===== config.mk =====
export PLATFORM = sky130hd
export DESIGN_NAME = rvx_mailbox
export DESIGN_NICKNAME = d
export VERILOG_FILES = /design/src/rtl/rvx_mailbox_pkg.sv /design/src/rtl/rvx_mailbox_fifo.sv /design/src/rtl/rvx_mailbox.sv
export SDC_FILE = /design/constraint.sdc
export NUM_CORES = 1
export LEC_CHECK = 0
export CELL_PAD_IN_SITES_DETAIL_PLACEMENT = 0
export CELL_PAD_IN_SITES_GLOBAL_PLACEMENT = 1
export CORE_MARGIN = 2
export CORE_UTILIZATION = 45
export DETAILED_ROUTE_END_ITERATION = 8
export GPL_TIMING_DRIVEN = 0
export PLACE_DENSITY_LB_ADDON = 0.1
export SLEW_MARGIN = 20
export SYNTH_ARGS = -nofsm -noshare
export SYNTH_HDL_FRONTEND = slang
export SYNTH_SLANG_ARGS = --single-unit

===== constraint.sdc =====
create_clock -name clock -period 5 [get_ports clock]
set_input_delay 1 -clock clock [delete_from_list [all_inputs] [get_ports clock]]
set_output_delay 1 -clock clock [all_outputs]
set_load 0.01 [all_outputs]

===== src/rtl/rvx_mailbox_pkg.sv =====
`default_nettype none
// +----------------------------------------------------------------------+
// | Module   : rvx_mailbox_pkg                                           |
// | Brief    : Register map, STATUS/CONTROL bit positions, status packer |
// | Revision : 1.0                                                       |
// +----------------------------------------------------------------------+
package rvx_mailbox_pkg;

  localparam int c_count_w = 9;

  typedef enum logic [1:0] {
    REG_DATA      = 2'd0,
    REG_STATUS    = 2'd1,
    REG_CONTROL   = 2'd2,
    REG_THRESHOLD = 2'd3
  } reg_idx_e;

  localparam int c_stat_empty = 9;
  localparam int c_stat_full  = 10;
  localparam int c_stat_ovf   = 11;
  localparam int c_stat_unf   = 12;

  localparam int c_ctrl_flush = 0;
  localparam int c_ctrl_clear = 1;
  localparam int c_ctrl_ie    = 2;

  function automatic logic [31:0] status_word(
    input logic [c_count_w-1:0] count,
    input logic                 empty,
    input logic                 full,
    input logic                 ovf,
    input logic                 unf
  );
    logic [31:0] w_word;
    w_word                  = '0;
    w_word[c_count_w-1:0]   = count;
    w_word[c_stat_empty]    = empty;
    w_word[c_stat_full]     = full;
    w_word[c_stat_ovf]      = ovf;
    w_word[c_stat_unf]      = unf;
    return w_word;
  endfunction

endpackage
`default_nettype wire


===== src/rtl/rvx_mailbox_fifo.sv =====
`default_nettype none
// +----------------------------------------------------------------------+
// | Module   : rvx_mailbox_fifo                                          |
// | Brief    : Circular word FIFO with occupancy count and flush         |
// | Revision : 1.0                                                       |
// +----------------------------------------------------------------------+
module rvx_mailbox_fifo
  import rvx_mailbox_pkg::*;
#(
  parameter int DEPTH = 8
) (
  input  logic                 clock,
  input  logic                 reset,
  input  logic                 push,
  input  logic [31:0]          push_data,
  input  logic                 pop,
  input  logic                 flush,
  output logic [31:0]          head_data,
  output logic [c_count_w-1:0] count,
  output logic                 full,
  output logic                 empty
);

  localparam int                   c_addr_w  = (DEPTH > 1) ? $clog2(DEPTH) : 1;
  localparam logic [c_addr_w-1:0]  c_ptr_one = c_addr_w'(1);
  localparam logic [c_count_w-1:0] c_depth   = c_count_w'(DEPTH);

  logic [31:0]          r_mem [DEPTH];
  logic [c_addr_w-1:0]  r_wr_ptr;
  logic [c_addr_w-1:0]  r_rd_ptr;
  logic [c_count_w-1:0] r_count;
  logic                 w_do_push;
  logic                 w_do_pop;

  assign full      = (r_count == c_depth);
  assign empty     = (r_count == '0);
  assign count     = r_count;
  assign head_data = r_mem[r_rd_ptr];

  // Flush dominates: neither pointer nor count moves on a flush cycle.
  assign w_do_push = push && !full  && !flush;
  assign w_do_pop  = pop  && !empty && !flush;

  always_ff @(posedge clock) begin
    if (reset || flush) begin
      r_wr_ptr <= '0;
      r_rd_ptr <= '0;
      r_count  <= '0;
    end else begin
      if (w_do_push) r_wr_ptr <= r_wr_ptr + c_ptr_one;
      if (w_do_pop)  r_rd_ptr <= r_rd_ptr + c_ptr_one;
      case ({w_do_push, w_do_pop})
        2'b10:   r_count <= r_count + 9'd1;
        2'b01:   r_count <= r_count - 9'd1;
        default: r_count <= r_count;
      endcase
    end
  end

  always_ff @(posedge clock) begin
    if (w_do_push && !reset) r_mem[r_wr_ptr] <= push_data;
  end

endmodule
`default_nettype wire


===== src/rtl/rvx_mailbox.sv =====
`default_nettype none
// +----------------------------------------------------------------------+
// | Module   : rvx_mailbox                                               |
// | Brief    : Register-mapped mailbox FIFO; define RVX_MAILBOX_IRQ_EN   |
// |            for the THRESHOLD register, IE bit and level interrupt    |
// | Revision : 1.0                                                       |
// +----------------------------------------------------------------------+
module rvx_mailbox
  import rvx_mailbox_pkg::*;
#(
  parameter int DEPTH = 8
) (
  input  logic        clock,
  input  logic        reset,
  input  logic [31:0] rw_address,
  output logic [31:0] read_data,
  input  logic        read_request,
  output logic        read_response,
  input  logic [31:0] write_data,
  input  logic [3:0]  write_strobe,
  input  logic        write_request,
  output logic        write_response,
  output logic        irq
);

  reg_idx_e             w_index;
  logic                 w_data_wr;
  logic                 w_data_rd;
  logic                 w_push;
  logic                 w_ctrl_wr;
  logic                 w_flush;
  logic                 w_clear;
  logic [31:0]          w_head;
  logic [c_count_w-1:0] w_count;
  logic                 w_full;
  logic                 w_empty;
  logic                 w_ie;
  logic [c_count_w-1:0] w_threshold;
  logic [31:0]          w_rd_value;
  logic                 r_ovf;
  logic                 r_unf;
  logic                 w_unused;

  assign w_index   = reg_idx_e'(rw_address[3:2]);
  assign w_unused  = &{1'b0, rw_address[31:4], rw_address[1:0]};

  assign w_data_wr = write_request && (w_index == REG_DATA);
  assign w_push    = w_data_wr && (write_strobe != 4'b0000);
  assign w_data_rd = read_request && (w_index == REG_DATA);
  assign w_ctrl_wr = write_request && (w_index == REG_CONTROL);
  assign w_flush   = w_ctrl_wr && write_data[c_ctrl_flush];
  assign w_clear   = w_ctrl_wr && write_data[c_ctrl_clear];

  rvx_mailbox_fifo #(
    .DEPTH (DEPTH)
  ) u_fifo (
    .clock     (clock),
    .reset     (reset),
    .push      (w_push),
    .push_data (write_data),
    .pop       (w_data_rd),
    .flush     (w_flush),
    .head_data (w_head),
    .count     (w_count),
    .full      (w_full),
    .empty     (w_empty)
  );

  always_comb begin
    w_rd_value = '0;
    case (w_index)
      REG_DATA:      w_rd_value = w_empty ? 32'h0 : w_head;
      REG_STATUS:    w_rd_value = status_word(w_count, w_empty, w_full, r_ovf, r_unf);
      REG_CONTROL:   w_rd_value[c_ctrl_ie] = w_ie;
      REG_THRESHOLD: w_rd_value[c_count_w-1:0] = w_threshold;
      default:       w_rd_value = '0;
    endcase
  end

  // Sticky flags: a clear and a fresh event in the same cycle leaves the flag set.
  always_ff @(posedge clock) begin
    if (reset) begin
      read_response  <= 1'b0;
      write_response <= 1'b0;
      read_data      <= '0;
      r_ovf          <= 1'b0;
      r_unf          <= 1'b0;
    end else begin
      read_response  <= read_request;
      write_response <= write_request;
      read_data      <= read_request ? w_rd_value : 32'h0;
      if (w_clear) begin
        r_ovf <= 1'b0;
        r_unf <= 1'b0;
      end
      if (w_push && w_full)     r_ovf <= 1'b1;
      if (w_data_rd && w_empty) r_unf <= 1'b1;
    end
  end

`ifdef RVX_MAILBOX_IRQ_EN
  logic                 r_ie;
  logic [c_count_w-1:0] r_threshold;
  logic                 r_irq;

  always_ff @(posedge clock) begin
    if (reset) begin
      r_ie        <= 1'b0;
      r_threshold <= '0;
      r_irq       <= 1'b0;
    end else begin
      if (w_ctrl_wr) r_ie <= write_data[c_ctrl_ie];
      if (write_request && (w_index == REG_THRESHOLD))
        r_threshold <= write_data[c_count_w-1:0];
      r_irq <= r_ie && (((w_count >= r_threshold) && (w_count != '0)) || r_ovf);
    end
  end

  assign w_ie        = r_ie;
  assign w_threshold = r_threshold;
  assign irq         = r_irq;
`else
  assign w_ie        = 1'b0;
  assign w_threshold = '0;
  assign irq         = 1'b0;
`endif

endmodule
`default_nettype wire


==> results of run 1 <==
[per-stage QoR]
step / TNS, ns / setup slack, ns
5_1_grt: 0 / 0.745
6_report: 0 / 1.08
4_1_cts: 0 / 1.12
3_5_place_dp: 0 / 0.567
2_1_floorplan: 0 / 0.571
3_3_place_gp: -387.21 / -2.99
[routing by layer]
| metal | part of all wire, % | track usage (%) |
|---|---|---|
| met4 | 1.9 | 4.66 |
| met1 | 43 | 24.7 |
| met3 | 4.4 | 2.82 |
| met5 | 0 | 0 |
| met2 | 51 | 31.8 |
[worst reg2reg max path, delay by kind of cell, from the launching register on]
| kind | cells | cell delay, ns |
|---|---|---|
| adders and majority gates | 2 | 0.81 |
| DFF | 1 | 0.35 |
| and+or+nand+nor | 5 | 1.68 |
| AOI/OAI and AO/OA | 3 | 0.81 |
| buffers and inverters | 1 | 0.07 |
[power breakdown]
part           switching (mW)  leakage [nW]  internal (mW)
clock                   0.929         0.513           1.42
combinational          0.0737          1.36         0.0653
sequential            0.00514          2.74           2.80
total                    1.01          4.62           4.29
[final cells by class]
| cell class | count | area [um^2] |
|---|---|---|
| clock inverters | 20 | 228 |
| flip-flops and latches | 310 | 8770 |
| repair buffers | 94 | 1050 |
| multi-input cells | 260 | 2830 |
| plain buffers | 27 | 169 |
| fillers | 2070 | 11500 |
| well taps | 335 | 419 |
| inverters | 3 | 11.3 |
| clock buffers | 37 | 818 |
[flip-flops by register name, summed over array words and instances, names as in the netlist, named ones only]
| register | flops |
|---|---|
| r_ovf | 1 |
| r_unf | 1 |
| read_data | 32 |
| read_response | 1 |
| u_fifo.count | 9 |
| u_fifo.r_mem | 256 |
| u_fifo.r_rd_ptr | 3 |
| u_fifo.r_wr_ptr | 3 |
| write_response | 1 |
[Yosys cell counts, types with 2 or more instances]
cell type	n	area share, %
o21a_1	2	0.13
o21ai_0	2	0.085
mux2i_1	38	3.2
buf_6	6	0.58
nor4_1	2	0.11
a21o_1	2	0.13
xor2_1	4	0.30
nor2_1	51	1.6
nor2b_1	2	0.11
nand2b_1	4	0.21
a211oi_1	2	0.13
and3_1	2	0.11
nand3_1	7	0.30
buf_2	9	0.38
nand2_1	13	0.42
a2bb2oi_1	12	0.90
o31ai_1	2	0.13
nand4_1	3	0.16
edfxtp_1	256	66
clkbuf_1	8	0.26
ha_1	10	1.1
dfxtp_1	54	9.2
nor3_1	7	0.30
buf_4	3	0.19
nor3b_1	2	0.13
a21oi_1	10	0.43
inv_1	3	0.096
mux4_2	64	12
xnor2_1	4	0.30
[worst paths after layout]
check                        from               to  slack (ns)  cells past startpoint
setup / recovery    rw_address[3]  u_fifo.count[8]        1.08                     11
hold / removal              r_ovf            r_ovf        0.52                      2
setup reg to reg  u_fifo.count[4]  u_fifo.count[8]        1.17                     11
hold reg to reg             r_ovf            r_ovf        0.52                      2
[kinds of logic (layout without fill, tap and decap cells)]
kind of cell / after synthesis / after routing
simple gates: 100 / 100
fa+ha+maj: 11 / 11
flops: 310 / 310
mux: 102 / 102
buf+inv: 30 / 181
xor+xnor: 8 / 8
other cells: 1 / 1
compound gates: 38 / 38
==> impl_metrics.json, run 1 <==
{
  "crit_top_cell": "ha_1",
  "totalPowerFinal_mw": 5.29,
  "start_kind": "primary input",
  "cts_resized": 0,
  "worstPathCellList": "clkdlybuf4s50_1 -> nor2_1 -> and3_1 -> nand2_1 -> ha_1 -> ha_1 -> nand3_1 -> a211oi_1 -> nor3_1 -> o311ai_0 -> o41ai_1",
  "synth_area_per_cell_um2": 19.5,
  "worst-slew-pin-transition_ns": 0.976,
  "utilization_pct": 55.3,
  "path_buf_inv": 1,
  "ir_worst_vdd_mv": 0.288,
  "synth_top_family_by_area": "multiplexers",
  "cts_setup_buffers": 0,
  "wl_per_cell_um": 22.3,
  "synth_simple_gate_area_share_pct": 3.93,
  "hold_path_class": "reg -> reg",
  "final_cell_mix": "edfxtp_1 (256), clkdlybuf4s50_1 (75), mux4_2 (64), dfxtp_1 (54), nor2_1 (45)",
  "place_area_mm2": 0.0133,
  "cts_buffers": 31,
  "grt_max_degree": 19,
  "synth-xor-area-share_pct": 0.598,
  "cts-root-buf": "clkbuf_16",
  "synth_seq_area_share_pct": 74.8,
  "die_h_um": 165,
  "path_max_fanout": 10,
  "portBuffers": 75,
  "io-pin-count": 107,
  "synth-edff-count": 256,
  "synthCells": 600,
  "synthesis.area_mm2": 0.0117,
  "layout_min_cycle_time_ns": 3.92,
  "postRouteAntennaNets": 0,
  "finalCritPeriodShare_pct": 78.4,
  "yosys.area_share.adder_pct": 1.24,
  "cp_data_arrival_time_ns": 4.33,
  "initial_utilization_pct": 45.4,
  "drtIter0Drc": 398,
  "vias": 5896,
  "via_per_inst": 5.43,
  "antenna_found_initial": 1,
  "maxCapViolations": 0,
  "status": "finished clean",
  "clockBufferDepth": 3,
  "path_class": "in -> reg",
  "relSlewSlack_pct": 34.9,
  "dr.pass1.iters": 4,
  "die-area_mm2": 0.0274,
  "grt_use_total_pct": 18.4,
  "path_delay_family": "simple AND/OR/NAND/NOR gates",
  "holdWs_ns": 0.520,
  "fmax_ghz": 0.255,
  "yosys_warnings": 0,
  "max_stage_delay_ns": 0.50,
  "routed_wl_mm": 24.2,
  "fin_cells": 1086,
  "fp-row-count": 59,
  "synth-main-ff-cell": "edfxtp_1",
  "coreArea_mm2": 0.0258,
  "finClkSkew_ns": 0.0164,
  "ys_async_sr_fraction_pct": 0,
  "pwr_density_cell_mw_per_mm2": 370,
  "rsz0062_at_grt": "false",
  "worst_ep_required_time_ns": 5.42,
  "clk_latency_ns": 0.55,
  "cts_hold_buf": 0,
  "die_w_um": 165,
  "muxShareOfSynthArea_pct": 15.5,
  "maxSlewViolCount": 0,
  "grt_pass1_vias": 6312,
  "stdcell_area_mm2": 0.0143,
  "dp_cells": 1029,
  "drive_above_1_share_pct": 21.3,
  "cts_max_level": 1,
  "finalSetupViolCount": 0,
  "synth.net_count": 683,
  "synth_compound_area_share_pct": 2.35,
  "synth.distinct_cells": 45,
  "gp_routability_congestion": 0.793,
  "antenna_cells": 0,
  "overflow": 0,
  "synth_seq_cells": 310,
  "cts_tree": "yes",
  "endpoint_kind": "register",
  "hold_viol": 0,
  "drc": 0,
  "clk_pin_slew_ns": 0.06,
  "final_common_cell": "edfxtp_1",
  "cpMaxStageDelayCell": "clkdlybuf4s50_1",
  "p_leak_nw": 4.62,
  "clkSinkCount": 310,
  "grt_pass1_wl_mm": 36.7,
  "final_nets": 810,
  "dp_hpwl_mm": 15.8,
  "area_delta_synth_final_pct": 22.0
}
(Power assumes the default switching activity.)
==> run 2: changes to the inputs <==
==> constraint.sdc (replaced) <==
create_clock -name clock -period 3.86 [get_ports clock]
set_input_delay 0.772 -clock clock [delete_from_list [all_inputs] [get_ports clock]]
set_output_delay 0.772 -clock clock [all_outputs]
set_load 0.01 [all_outputs]
==> impl_metrics.json, run 2 (synthesized netlist as in run 1, its figures left out) <==
{
  "status": "finished clean",
  "holdPathEnd": "r_unf",
  "reg2reg_slack_ns": 0.47,
  "path_class": "in -> reg",
  "routed_wl_mm": 24.0,
  "layout_min_cycle_time_ns": 3.56,
  "cts_tree": "yes",
  "initial_utilization_pct": 45.4,
  "fin_cells": 1085,
  "via_per_inst": 5.42,
  "drive_above_1_share_pct": 21.3,
  "postRouteAntennaNets": 0,
  "p_leak_nw": 4.60,
  "stdcell_area_mm2": 0.0143,
  "endpoint_kind": "register",
  "cts-root-buf": "clkbuf_16",
  "coreArea_mm2": 0.0258,
  "worst_ep_required_time_ns": 4.22,
  "maxSlewViolCount": 0,
  "final_common_cell": "edfxtp_1",
  "hold_start": "r_unf",
  "ir_worst_vdd_mv": 0.296,
  "grt_use_total_pct": 18.2,
  "dp_cells": 1024,
  "wl_per_cell_um": 22.1,
  "final_nets": 808,
  "cts_max_level": 2,
  "clkSinkCount": 310,
  "fmax_ghz": 0.281,
  "portBuffers": 75,
  "finalSetupViolCount": 0,
  "hold_viol": 0,
  "area_delta_synth_final_pct": 22.3,
  "overflow": 0,
  "io-pin-count": 107,
  "r2r_end": "u_fifo.count[8]",
  "vias": 5885,
  "die_h_um": 165,
  "die_w_um": 165,
  "clk_pin_slew_ns": 0.06,
  "r2r_start": "u_fifo.count[0]",
  "maxCapViolations": 0,
  "antenna_found_initial": 1,
  "cts_hold_buf": 0,
  "worst-slew-pin-transition_ns": 0.947,
  "path_max_fanout": 10,
  "start_kind": "primary input",
  "clk_latency_ns": 0.50,
  "clockBufferDepth": 3,
  "gp_routability_congestion": 0.759,
  "worst_r2r_path_depth": 11,
  "cp_data_arrival_time_ns": 3.92,
  "top_register": "u_fifo.r_mem",
  "grt_max_degree": 19,
  "place_area_mm2": 0.0133,
  "drtIter0Drc": 333,
  "fp-row-count": 59,
  "drc": 0,
  "finalCritPeriodShare_pct": 92.1,
  "finClkSkew_ns": 0.0117,
  "cts_setup_buffers": 0,
  "hold_path_class": "reg -> reg",
  "largest_reg_flops": 256,
  "rsz0062_at_grt": "false",
  "final_cell_mix": "edfxtp_1 (256), clkdlybuf4s50_1 (75), mux4_2 (64), dfxtp_1 (54), nor2_1 (44)",
  "worst_hold_path.num_cells": 2,
  "die-area_mm2": 0.0274,
  "relSlewSlack_pct": 36.9,
  "grt_pass1_vias": 6274,
  "grt_pass1_wl_mm": 36.6,
  "antenna_cells": 0,
  "dr.pass1.iters": 4,
  "cts_buffers": 34,
  "pwr_density_cell_mw_per_mm2": 478,
  "dp_hpwl_mm": 15.3
}
==> run 2: cell types whose count changed in the layout (fill, tap and decap cells not counted), sizes merged <==
cell	delta
clkbuf	+6
buf	-5
bufinv	-3
clkinv	+1
==> run 2: worst max-delay path by stage <==
stage                         start  slack [ns]             endpoint  cells after the start
CTS                 u_fifo.count[4]        0.12      u_fifo.count[8]                     11
detailed placement    rw_address[3]       -0.35      u_fifo.count[8]                     11
finish              write_strobe[1]        0.30      u_fifo.count[8]                     11
floorplan             write_request        0.51   u_fifo.r_mem[7][0]                      4
global placement      rw_address[2]       -1.99  u_fifo.r_mem[3][18]                      5
global route        write_strobe[1]        0.08      u_fifo.count[8]                     11
==> run 2: layout make-up <==
class,count,area [um^2]
well taps,335,419
inverters,3,11.3
multi-input cells,260,2860
flip-flops and latches,310,8770
clock inverters,18,140
clock buffers,43,916
repair buffers,89,1060
fillers,2033,11500
plain buffers,27,169
==> run 2: critical path: stages <==
cell and delay (ns):
clkdlybuf4s50_1 0.39, or4_1 0.53, and3_1 0.27, nand2_1 0.19, ha_2 0.37, ha_1 0.33, a21oi_1 0.30, a211oi_1 0.16
o21a_1 0.22, o311ai_0 0.26, o41ai_1 0.12
==> run 2: routing by layer <==
metal | routed length [um] | vias to the layer above | global-route usage, %
li1 | - | 2661 | -
met1 | 10100 | 3047 | 24.0
met2 | 12200 | 148 | 31.6
met3 | 1240 | 27 | 3.40
met4 | 312 | 2 | 4.43
met5 | 13 | - | 0
==> run 2: report_power, final <==
group          internal (mW)  switching [mW]  leakage (nW)
registers               3.63         0.00717          2.74
logic                 0.0856          0.0966          1.34
clock network           1.82            1.22         0.523
==> run 2: per-stage QoR <==
step / util (%) / total power, mW / setup WS (ns) / setup TNS (ns) / hold slack, ns
6_report: 55.5 / 6.86 / 0.305 / 0 / 0.498
5_1_grt: 55.5 / 7.08 / 0.0820 / 0 / 0.531
4_1_cts: 55.4 / 6.93 / 0.120 / 0 / 0.500
3_5_place_dp: 51.4 / 3.89 / -0.348 / -10.15 / 0.486
3_3_place_gp: 49.9 / 3.88 / -1.99 / -486.16 / 0.486
2_1_floorplan: - / 3.78 / 0.506 / 0 / 0.454
==> run 2: timing repair <==
item                                    4_1_cts  5_1_grt
resized for setup                             0        3
endpoints found under the hold margin         0        0
endpoints found under the setup margin        0        1
==> run 3: changes to the inputs <==
--- a/config.mk
+++ b/config.mk
@@ -5,6 +5,7 @@
 export SDC_FILE = /design/constraint.sdc
 export NUM_CORES = 1
 export LEC_CHECK = 0
+export CAP_MARGIN = 20
 export CELL_PAD_IN_SITES_DETAIL_PLACEMENT = 0
 export CELL_PAD_IN_SITES_GLOBAL_PLACEMENT = 1
 export CORE_MARGIN = 2
==> impl_metrics.json, run 3 (synthesized netlist as in run 1, its figures left out) <==
{
  "finalSetupViolCount": 0,
  "cts_tree": "yes",
  "grt_use_total_pct": 18.5,
  "start_kind": "primary input",
  "cpMaxStageDelayCell": "or4_1",
  "gp_routability_congestion": 0.759,
  "path_max_fanout": 10,
  "drtIter0Drc": 336,
  "drc": 0,
  "path_buf_inv": 1,
  "maxSlewViolCount": 0,
  "dp_cells": 1024,
  "worstPathCellList": "clkdlybuf4s50_1 -> or4_1 -> and3_1 -> nand2_1 -> ha_2 -> ha_1 -> a21oi_1 -> a211oi_1 -> o21a_1 -> o311ai_0 -> o41ai_1",
  "die_h_um": 165,
  "wl_per_cell_um": 22.3,
  "fill_cells": 2009,
  "cp_data_arrival_time_ns": 3.91,
  "final_nets": 809,
  "dp_hpwl_mm": 15.3,
  "p_leak_nw": 4.64,
  "totalPowerFinal_mw": 7.12,
  "pwr_density_cell_mw_per_mm2": 493,
  "top_register": "u_fifo.r_mem",
  "grt_pass1_wl_mm": 36.9,
  "routed_wl_mm": 24.3,
  "layout_min_cycle_time_ns": 3.54,
  "coreArea_mm2": 0.0258,
  "final_common_cell": "edfxtp_1",
  "antenna_cells": 0,
  "path_class": "in -> reg",
  "fp-row-count": 59,
  "ir_worst_vdd_mv": 0.268,
  "rsz0062_at_grt": "false",
  "endpoint_kind": "register",
  "antenna_found_initial": 1,
  "clockBufferDepth": 3,
  "die-area_mm2": 0.0274,
  "overflow": 0,
  "grt_pass1_vias": 6285,
  "maxCapViolations": 0,
  "worst-slew-pin-transition_ns": 0.944,
  "fin_cells": 1087,
  "portBuffers": 75,
  "dr.pass1.iters": 4,
  "finClkSkew_ns": 0.0130,
  "path_delay_family": "compound AO/OA/AOI/OAI gates",
  "grt_max_degree": 19,
  "initial_utilization_pct": 45.4,
  "max_stage_delay_ns": 0.53,
  "via_per_inst": 5.47,
  "clk_latency_ns": 0.51,
  "io-pin-count": 107,
  "fmax_ghz": 0.282,
  "hold_viol": 0,
  "relSlewSlack_pct": 37.1,
  "cts-root-buf": "clkbuf_16",
  "finalCritPeriodShare_pct": 91.7,
  "clkSinkCount": 310,
  "area_delta_synth_final_pct": 23.2,
  "die_w_um": 165,
  "cts_buffers": 35,
  "vias": 5945,
  "clk_pin_slew_ns": 0.06,
  "status": "finished clean",
  "largest_reg_flops": 256,
  "final_cell_mix": "edfxtp_1 (256), clkdlybuf4s50_1 (75), mux4_2 (64), dfxtp_1 (54), nor2_1 (44)",
  "drive_above_1_share_pct": 21.4,
  "cts_max_level": 2,
  "worst_ep_required_time_ns": 4.23,
  "postRouteAntennaNets": 0,
  "holdWs_ns": 0.493,
  "hold_path_class": "reg -> reg"
}
-- run 3: per-layer routing --
metal | GRT usage, % | up-vias | part of all wire [%]
li1 | - | 2670 | -
met1 | 24.2 | 3061 | 42
met2 | 31.7 | 168 | 50
met3 | 3.55 | 44 | 5.7
met4 | 5.25 | 2 | 2.0
met5 | 0 | - | 0.049
-- run 3: metrics by stage --
step	cell area (um^2)	worst slack, ns	util (%)	TNS, ns
5_1_grt	14400	0.0864	55.9	0
2_1_floorplan	11700	0.506	-	0
6_report	14400	0.319	55.9	0
3_3_place_gp	12900	-1.99	49.9	-486.16
3_5_place_dp	13300	-0.327	51.4	-10.51
4_1_cts	14400	0.130	55.8	0
-- run 3: power by group --
part / internal, mW / leakage, nW / switching, mW
combinational: 0.0855 / 1.34 / 0.0969
sequential: 3.63 / 2.74 / 0.00732
clock: 2.04 / 0.570 / 1.26
-- run 3: path summary, 6_finish.rpt --
| kind | to | start | slack (ns) | cells after the start |
|---|---|---|---|---|
| min | r_unf | r_unf | 0.49 | 2 |
| max reg2reg | u_fifo.count[8] | u_fifo.count[0] | 0.41 | 11 |
| max | u_fifo.count[8] | write_strobe[1] | 0.32 | 11 |
| min reg2reg | r_unf | r_unf | 0.49 | 2 |
-- run 3: worst reg2reg max path, stage by stage (launching register included) --
cell,delay [ns]
dfxtp_1,0.38
nor4_1,0.55
nand3b_1,0.29
nand3_1,0.26
inv_1,0.08
ha_2,0.28
ha_1,0.38
nand3_1,0.17
a211oi_1,0.37
nor3_1,0.12
o311ai_0,0.32
o41ai_1,0.12
-- run 3: final cells by class --
class                      count  area, um^2  area share, %
buffer                        27         169           1.17
clock buffer                  48         976           6.76
clock inverter                15         185           1.28
inverter                       3        11.3         0.0780
multi-input combinational    260        2860           19.8
sequential                   310        8770           60.7
tap                          335         419           2.90
timing repair buffer          89        1060           7.31
-- run 3: what timing repair did --
| item | 4_1_cts | 5_1_grt |
|---|---|---|
| setup buffers | 0 | 0 |
| resized for setup | 0 | 3 |
| setup endpoints to repair | 0 | 1 |
| endpoints found under the hold margin | 0 | 0 |
| hold buffers | 0 | 0 |
